--- config.mk ---
export PLATFORM = sky130hd
export DESIGN_NAME = bus_downsizer_flat
export DESIGN_NICKNAME = d
export VERILOG_FILES = /design/src/rtl/bus_downsizer_if.sv /design/src/rtl/bus_downsizer.sv /design/src/flat_wrapper.sv
export SDC_FILE = /design/constraint.sdc
export NUM_CORES = 1
export LEC_CHECK = 0
export CAP_MARGIN = 20
export CORE_MARGIN = 2
export CORE_UTILIZATION = 40
export DETAILED_ROUTE_END_ITERATION = 12
export HOLD_SLACK_MARGIN = 0.05
export PLACE_DENSITY = 0.75
export SLEW_MARGIN = 15
export SYNTH_ARGS = -nofsm -noshare
export SYNTH_HDL_FRONTEND = slang
export SYNTH_SLANG_ARGS = --single-unit
--- constraint.sdc ---
create_clock -name clk -period 2.73 [get_ports clk]
set_input_delay 0.546 -clock clk [delete_from_list [all_inputs] [get_ports clk]]
set_output_delay 0.546 -clock clk [all_outputs]
set_load 0.02 [all_outputs]
--- src/rtl/bus_downsizer_if.sv ---
// bus_downsizer_if: word-side and beat-side valid/ready signals of bus_downsizer.
// last_src exists only when BUS_DOWNSIZER_LAST_EN is defined.
interface bus_downsizer_if #(
    parameter int WIDTH     = 32,
    parameter int OUT_WIDTH = 8
);
    logic                 valid_dnt;
    logic [WIDTH-1:0]     data_dnt;
    logic                 ready_dnt;
    logic                 valid_src;
    logic [OUT_WIDTH-1:0] data_src;
    logic                 ready_src;
`ifdef BUS_DOWNSIZER_LAST_EN
    logic                 last_src;
    modport master (output valid_dnt, data_dnt, ready_src,
                    input  ready_dnt, valid_src, data_src, last_src);
    modport slave  (input  valid_dnt, data_dnt, ready_src,
                    output ready_dnt, valid_src, data_src, last_src);
`else
    modport master (output valid_dnt, data_dnt, ready_src,
                    input  ready_dnt, valid_src, data_src);
    modport slave  (input  valid_dnt, data_dnt, ready_src,
                    output ready_dnt, valid_src, data_src);
`endif
endinterface

--- src/rtl/bus_downsizer.sv ---
// bus_downsizer: serialises WIDTH-bit words into RATIO registered OUT_WIDTH-bit beats, LSB first.
// Optional registered last_src output with BUS_DOWNSIZER_LAST_EN.
module bus_downsizer #(
    parameter int WIDTH     = 32,
    parameter int OUT_WIDTH = 8
) (
    input logic           clk,
    input logic           rst,
    bus_downsizer_if.slave bus
);
    localparam int RATIO = WIDTH / OUT_WIDTH;
    localparam int CNT_W = $clog2(RATIO);
    localparam logic [CNT_W-1:0] LAST = CNT_W'(RATIO - 1);

    typedef enum logic {EMPTY = 1'b0, SEND = 1'b1} state_t;

    state_t           state_q, state_d;
    logic [WIDTH-1:0] hold_q, hold_d;
    logic [CNT_W-1:0] cnt_q, cnt_d;
    logic             last_beat, out_fire, in_fire;

    assign last_beat     = cnt_q == LAST;
    assign out_fire      = (state_q == SEND) & bus.ready_src;
    // a new word may enter in the same cycle the final beat leaves, so words stream without bubbles
    assign bus.ready_dnt = (state_q == EMPTY) | (bus.ready_src & last_beat);
    assign in_fire       = bus.valid_dnt & bus.ready_dnt;
    assign bus.valid_src = state_q == SEND;
    assign bus.data_src  = hold_q[OUT_WIDTH-1:0];

    always_comb begin
        state_d = state_q;
        hold_d  = hold_q;
        cnt_d   = cnt_q;
        if (in_fire) begin
            state_d = SEND;
            hold_d  = bus.data_dnt;
            cnt_d   = '0;
        end else if (out_fire) begin
            state_d = last_beat ? EMPTY : SEND;
            hold_d  = last_beat ? hold_q : hold_q >> OUT_WIDTH;
            cnt_d   = last_beat ? '0 : cnt_q + 1'b1;
        end
    end

    always_ff @(posedge clk or negedge rst) begin
        if (!rst) begin
            state_q <= EMPTY;
            hold_q  <= '0;
            cnt_q   <= '0;
        end else begin
            state_q <= state_d;
            hold_q  <= hold_d;
            cnt_q   <= cnt_d;
        end
    end

`ifdef BUS_DOWNSIZER_LAST_EN
    logic last_q;

    always_ff @(posedge clk or negedge rst) begin
        if (!rst) last_q <= 1'b0;
        else      last_q <= (state_d == SEND) && (cnt_d == LAST);
    end

    assign bus.last_src = last_q;
`endif
endmodule

--- src/flat_wrapper.sv ---
// flat-port wrapper written by rule: the top's interface ports become plain ports
module bus_downsizer_flat 
#(
    parameter int WIDTH     = 32,
    parameter int OUT_WIDTH = 8
)
  (clk, rst, bus_valid_dnt, bus_data_dnt, bus_ready_src, bus_ready_dnt, bus_valid_src, bus_data_src);
  bus_downsizer_if #(.WIDTH(WIDTH), .OUT_WIDTH(OUT_WIDTH)) bus_i ();
  input logic clk;
  input logic rst;
  input wire logic [$bits(bus_i.valid_dnt)-1:0] bus_valid_dnt;
  input wire logic [$bits(bus_i.data_dnt)-1:0] bus_data_dnt;
  input wire logic [$bits(bus_i.ready_src)-1:0] bus_ready_src;
  output wire logic [$bits(bus_i.ready_dnt)-1:0] bus_ready_dnt;
  output wire logic [$bits(bus_i.valid_src)-1:0] bus_valid_src;
  output wire logic [$bits(bus_i.data_src)-1:0] bus_data_src;
  assign bus_i.valid_dnt = bus_valid_dnt;
  assign bus_i.data_dnt = bus_data_dnt;
  assign bus_i.ready_src = bus_ready_src;
  assign bus_ready_dnt = bus_i.ready_dnt;
  assign bus_valid_src = bus_i.valid_src;
  assign bus_data_src = bus_i.data_src;
  bus_downsizer #(.WIDTH(WIDTH), .OUT_WIDTH(OUT_WIDTH)) u_core (.clk(clk), .rst(rst), .bus(bus_i));
endmodule
== Yosys cells after proc, flatten, opt, wreduce, memory -nomap -nowiden ==
Index checks and enable logic that the tools add are counted.
Cells by class
  magnitude comparators: 0
  $mul: 0
  shifts and indexed selects: 0
  div/mod/pow operators: 0
  reductions and logical operators: 2
  bitwise operators: 5
  add/subtract/negate cells: 1
  equality and inequality tests: 2
  mux-type cells: 9
Operator list (number)
  2-to-1 mux 32 bit: 3
  2-to-1 mux 2 bit: 3
  AND 1 bit: 3
  2-to-1 mux 1 bit: 3
  adder 2 x 1 -> 2 bit (second input constant): 1
  == test 2 bit (second input constant): 1
  != test 2 bit (second input constant): 1
  AND reduction 2 bit: 1
  nonzero test 2 bit: 1
  NOT 1 bit: 1
  bitwise OR 1 bit: 1
Word-level totals
  input port bits: 36
  latch bits: 0
  memories: 0
  flip-flop bits (word level): 35
  logic and storage cells: 22
  ROM bits: 0
  bits in writable memories: 0
  output and inout bits: 10

== Longest topological paths before layout ==
  depth after elaboration: 6
  mapped depth: 6
  mapped depth without buffers: 4

== Least setup slack after synthesis ==
Ideal clock, no wire load.
  kind: register to output
  from: register u_core.cnt_q[0]
  to: output port bus_ready_dnt
  data required time: 2.184 ns
  data arrival time: 0.894 ns
  slack: 1.290 ns
  stages on the path, launching flop included: 4
  cell sequence: dfrtp_1 > ha_1 > a21boi_2 > inv_1
On the way
  cells in the longest elaborated chain, start to end: 3
Ends and longest elaborated chain
  start: declaration: RTL line bus_downsizer.sv:19  | logic [CNT_W-1:0] cnt_q, cnt_d;
  start signal: assignment: RTL line bus_downsizer.sv:53  | cnt_q <= cnt_d;
  == test 2 bit: RTL line bus_downsizer.sv:22  | assign last_beat = cnt_q == LAST;
  AND 1 bit: RTL line bus_downsizer.sv:25  | assign bus.ready_dnt = (state_q == EMPTY) | (bus.ready_src & last_beat);
  bitwise OR 1 bit: RTL line bus_downsizer.sv:25
  end: declaration: RTL line flat_wrapper.sv:14  | output wire logic [$bits(bus_i.ready_dnt)-1:0] bus_ready_dnt;
Every way passes these cells.

== Worst setup path in the final report ==
  from: input port bus_ready_src
  to: output port bus_ready_dnt
On the way
  cells in the longest elaborated chain, start to end: 2
Ends and longest elaborated chain
  start: declaration: RTL line flat_wrapper.sv:13  | input wire logic [$bits(bus_i.ready_src)-1:0] bus_ready_src;
  AND 1 bit: RTL line bus_downsizer.sv:25
  bitwise OR 1 bit: RTL line bus_downsizer.sv:25
Every way passes these cells.

==> results.cfg <==
[outcome]
status = completed

[clock_network]
postCtsResizedCells = 0
cts_max_level = 2
clock_latency_ns = 0.29
clk_path_buf_depth = 2
ctsHoldBuffers = 0
cts_tree = done
clk_pin_slew_ns = 0.07
cts_made_buffers = 5
cts_root_buf = clkbuf_8
post-cts-setup-buffers = 0
cts_sinks = 35

[global_routing]
grt_max_degree = 36
grt_pass1_wl_um = 6900
grt_use_total_pct = 17.5
first_global_vias = 1434
overflow = 0
grt_antenna_before_repair = 0

[setup_path]
reg2reg_slack_ns = 0.72
reg2reg_to = u_core.hold_q[7]
critical_path_class = primary input to output port
path_common_cell = clkdlybuf4s50_1
critPathRequiredTime_ns = 2.18
crit_slowest_cell = clkdlybuf4s50_1
crit_chain = clkdlybuf4s50_1 -> a21boi_2 -> inv_1 -> clkdlybuf4s50_1
worstSetupStartpointType = primary input
crit_path_end_kind = output port
path_max_fanout = 3
arrival_ns = 1.78
worstRegToRegCells = 4
max_stage_delay_ns = 0.53
regToRegStartpoint = u_core.bus.valid_src

[place]
io_buffer_count = 45
place_hpwl_um = 2640
gp_congestion = 0.712

[timing]
setup_viol = 0
rsz0062_at_grt = no
period_share_pct = 85.3
hold_ws_ns = 0.329
fin_tns_setup_ns = 0
min_period_ns = 2.33
drv_slew = 0
slew_headroom_pct = 35.1
fin_skew_ns = 0.00758
hold_viol = 0
worst_pin_slew_ns = 0.973
fmax_mhz = 430

[finish]
regArea_um2 = 876
antenna_cells = 0
syn2layout_area_growth_pct = 27.1
drive_gt1_share_pct = 8.37
nets = 251
fill_cells = 419
multiInputGateArea_um2 = 579

[synthesis]
synth_edf_count = 0
synth.area.top_cells = dfrtp_1, a222oi_1, inv_1
post_synth_num_cell_types = 21
syn_nets = 216
synth_area_per_cell_um2 = 10.0
ys_async_sr_fraction_pct = 100
synth_seq_cells = 35
syn_inst = 179
ys_seq_area_share_pct = 48.8
syn_area_um2 = 1790
synth_flop_cell = dfrtp_1
ys.warnings.count = 0
synth_top_cell_by_area = dfrtp_1
synth_top_area_share_pct = 48.8

[route]
vias = 1486
wl_met2_um = 1830
wl_per_cell_um = 15.3
drtIter0Drc = 286
drt_wl_total_um = 4080
route.met3.wl_um = 310
first_pass_iters = 7
viasPerCell = 5.57
top_layer_used = met4
wl_met1_um = 1910
ant_nets = 0
drcViolationCount = 0

[floorplan]
die_h_um = 71.0
dieArea_um2 = 5030
initial_core_util_pct = 41.5
rows = 24
io_pins = 46
fp.dieW_um = 71.0
core-area_um2 = 4320

[pwr]
irDropWorstVdd_mv = 0.348
p_leak_nw = 1.15
p_per_area_nw_per_um2 = 956

[worst_hold_path]
hold_class = primary input to asynchronous set/reset pin

[flow_run]
drv_cap = 0
[worst max-delay path, delay by kind of cell]
kind | cells | cell delay [ns]
AOI/OAI and AO/OA | 1 | 0.21
buffers and inverters | 3 | 1.02
[per-layer routing]
layer | track usage [%] | vias up
li1 | - | 710
met1 | 24.3 | 714
met2 | 24.9 | 60
met3 | 6.41 | 2
met4 | 7.13 | 0
met5 | 0 | -
[worst max path at each step]
stage / slack, ns / endpoint / start / cells after the start
3_3_place_gp: 0.20 / u_core.hold_q[3] / bus_valid_dnt / 3
2_1_floorplan: 1.29 / bus_ready_dnt / u_core.cnt_q[0] / 3
6_report: 0.40 / bus_ready_dnt / bus_ready_src / 4
5_1_grt: 0.35 / bus_ready_dnt / u_core.cnt_q[0] / 4
4_1_cts: 0.40 / bus_ready_dnt / bus_ready_src / 4
3_5_place_dp: 0.37 / u_core.hold_q[14] / bus_valid_dnt / 4
[through the flow]
| stage | cells | instance area [µm²] | power [mW] | utilization (%) | setup slack, ns |
|---|---|---|---|---|---|
| global route | 267 | 2280 | 2.34 | 52.7 | 0.354 |
| floorplan | 179 | 1790 | 1.59 | - | 1.29 |
| finish | 267 | 2280 | 2.18 | 52.7 | 0.402 |
| detailed placement | 259 | 2200 | 1.83 | 50.8 | 0.372 |
| CTS | 267 | 2280 | 2.19 | 52.7 | 0.395 |
| global placement | 258 | 2190 | 1.77 | 50.6 | 0.199 |
[cell usage after synthesis, types with 2 or more instances]
cell / n
buf_4: 9
buf_6: 3
a222oi_1: 24
a22o_1: 9
inv_1: 51
clkbuf_1: 2
dfrtp_1: 35
o22ai_1: 26
buf_2: 8
[cells by family after synthesis]
kind of cell | share of synthesized area (%)
buffers and inverters | 19.0
flip-flops | 48.8
multiplexers | 1.19
adder cells (fa/ha/maj) | 0.698
AO/OA/AOI/OAI | 28.0
AND/OR/NAND/NOR | 2.30
[flip-flops by register name, summed over array words and instances (netlist names)]
name                  count
u_core.bus.valid_src      1
u_core.cnt_q              2
u_core.hold_q            32
[cell usage in the layout, fill, tap and decap left out, drive strengths merged, types with 2 or more instances in the layout]
cell type and n:
inv 51, clkdlybuf4s50 44, dfrtp 35, o22ai 26, a222oi 24, a22o 9
clkbuf 7, buf 6, nor2b 2, nor2 2
[cell type report]
class                      count  share of cell area [%]
sequential                    35                    38.4
multi-input combinational     71                    25.4
timing repair buffer          50                    21.4
inverter                      51                    8.40
clock buffer                   7                    3.35
tap                           52                    2.85
clock inverter                 1                   0.220
[power by group]
group	switching (mW)	internal (mW)	leakage (nW)	total [mW]
clock	0.179	0.179	0.0422	0.357
sequential	0.176	0.745	0.414	0.921
combinational	0.441	0.460	0.691	0.901
total	0.796	1.38	1.15	2.18
No activity file was read; power rests on OpenSTA's default activity.
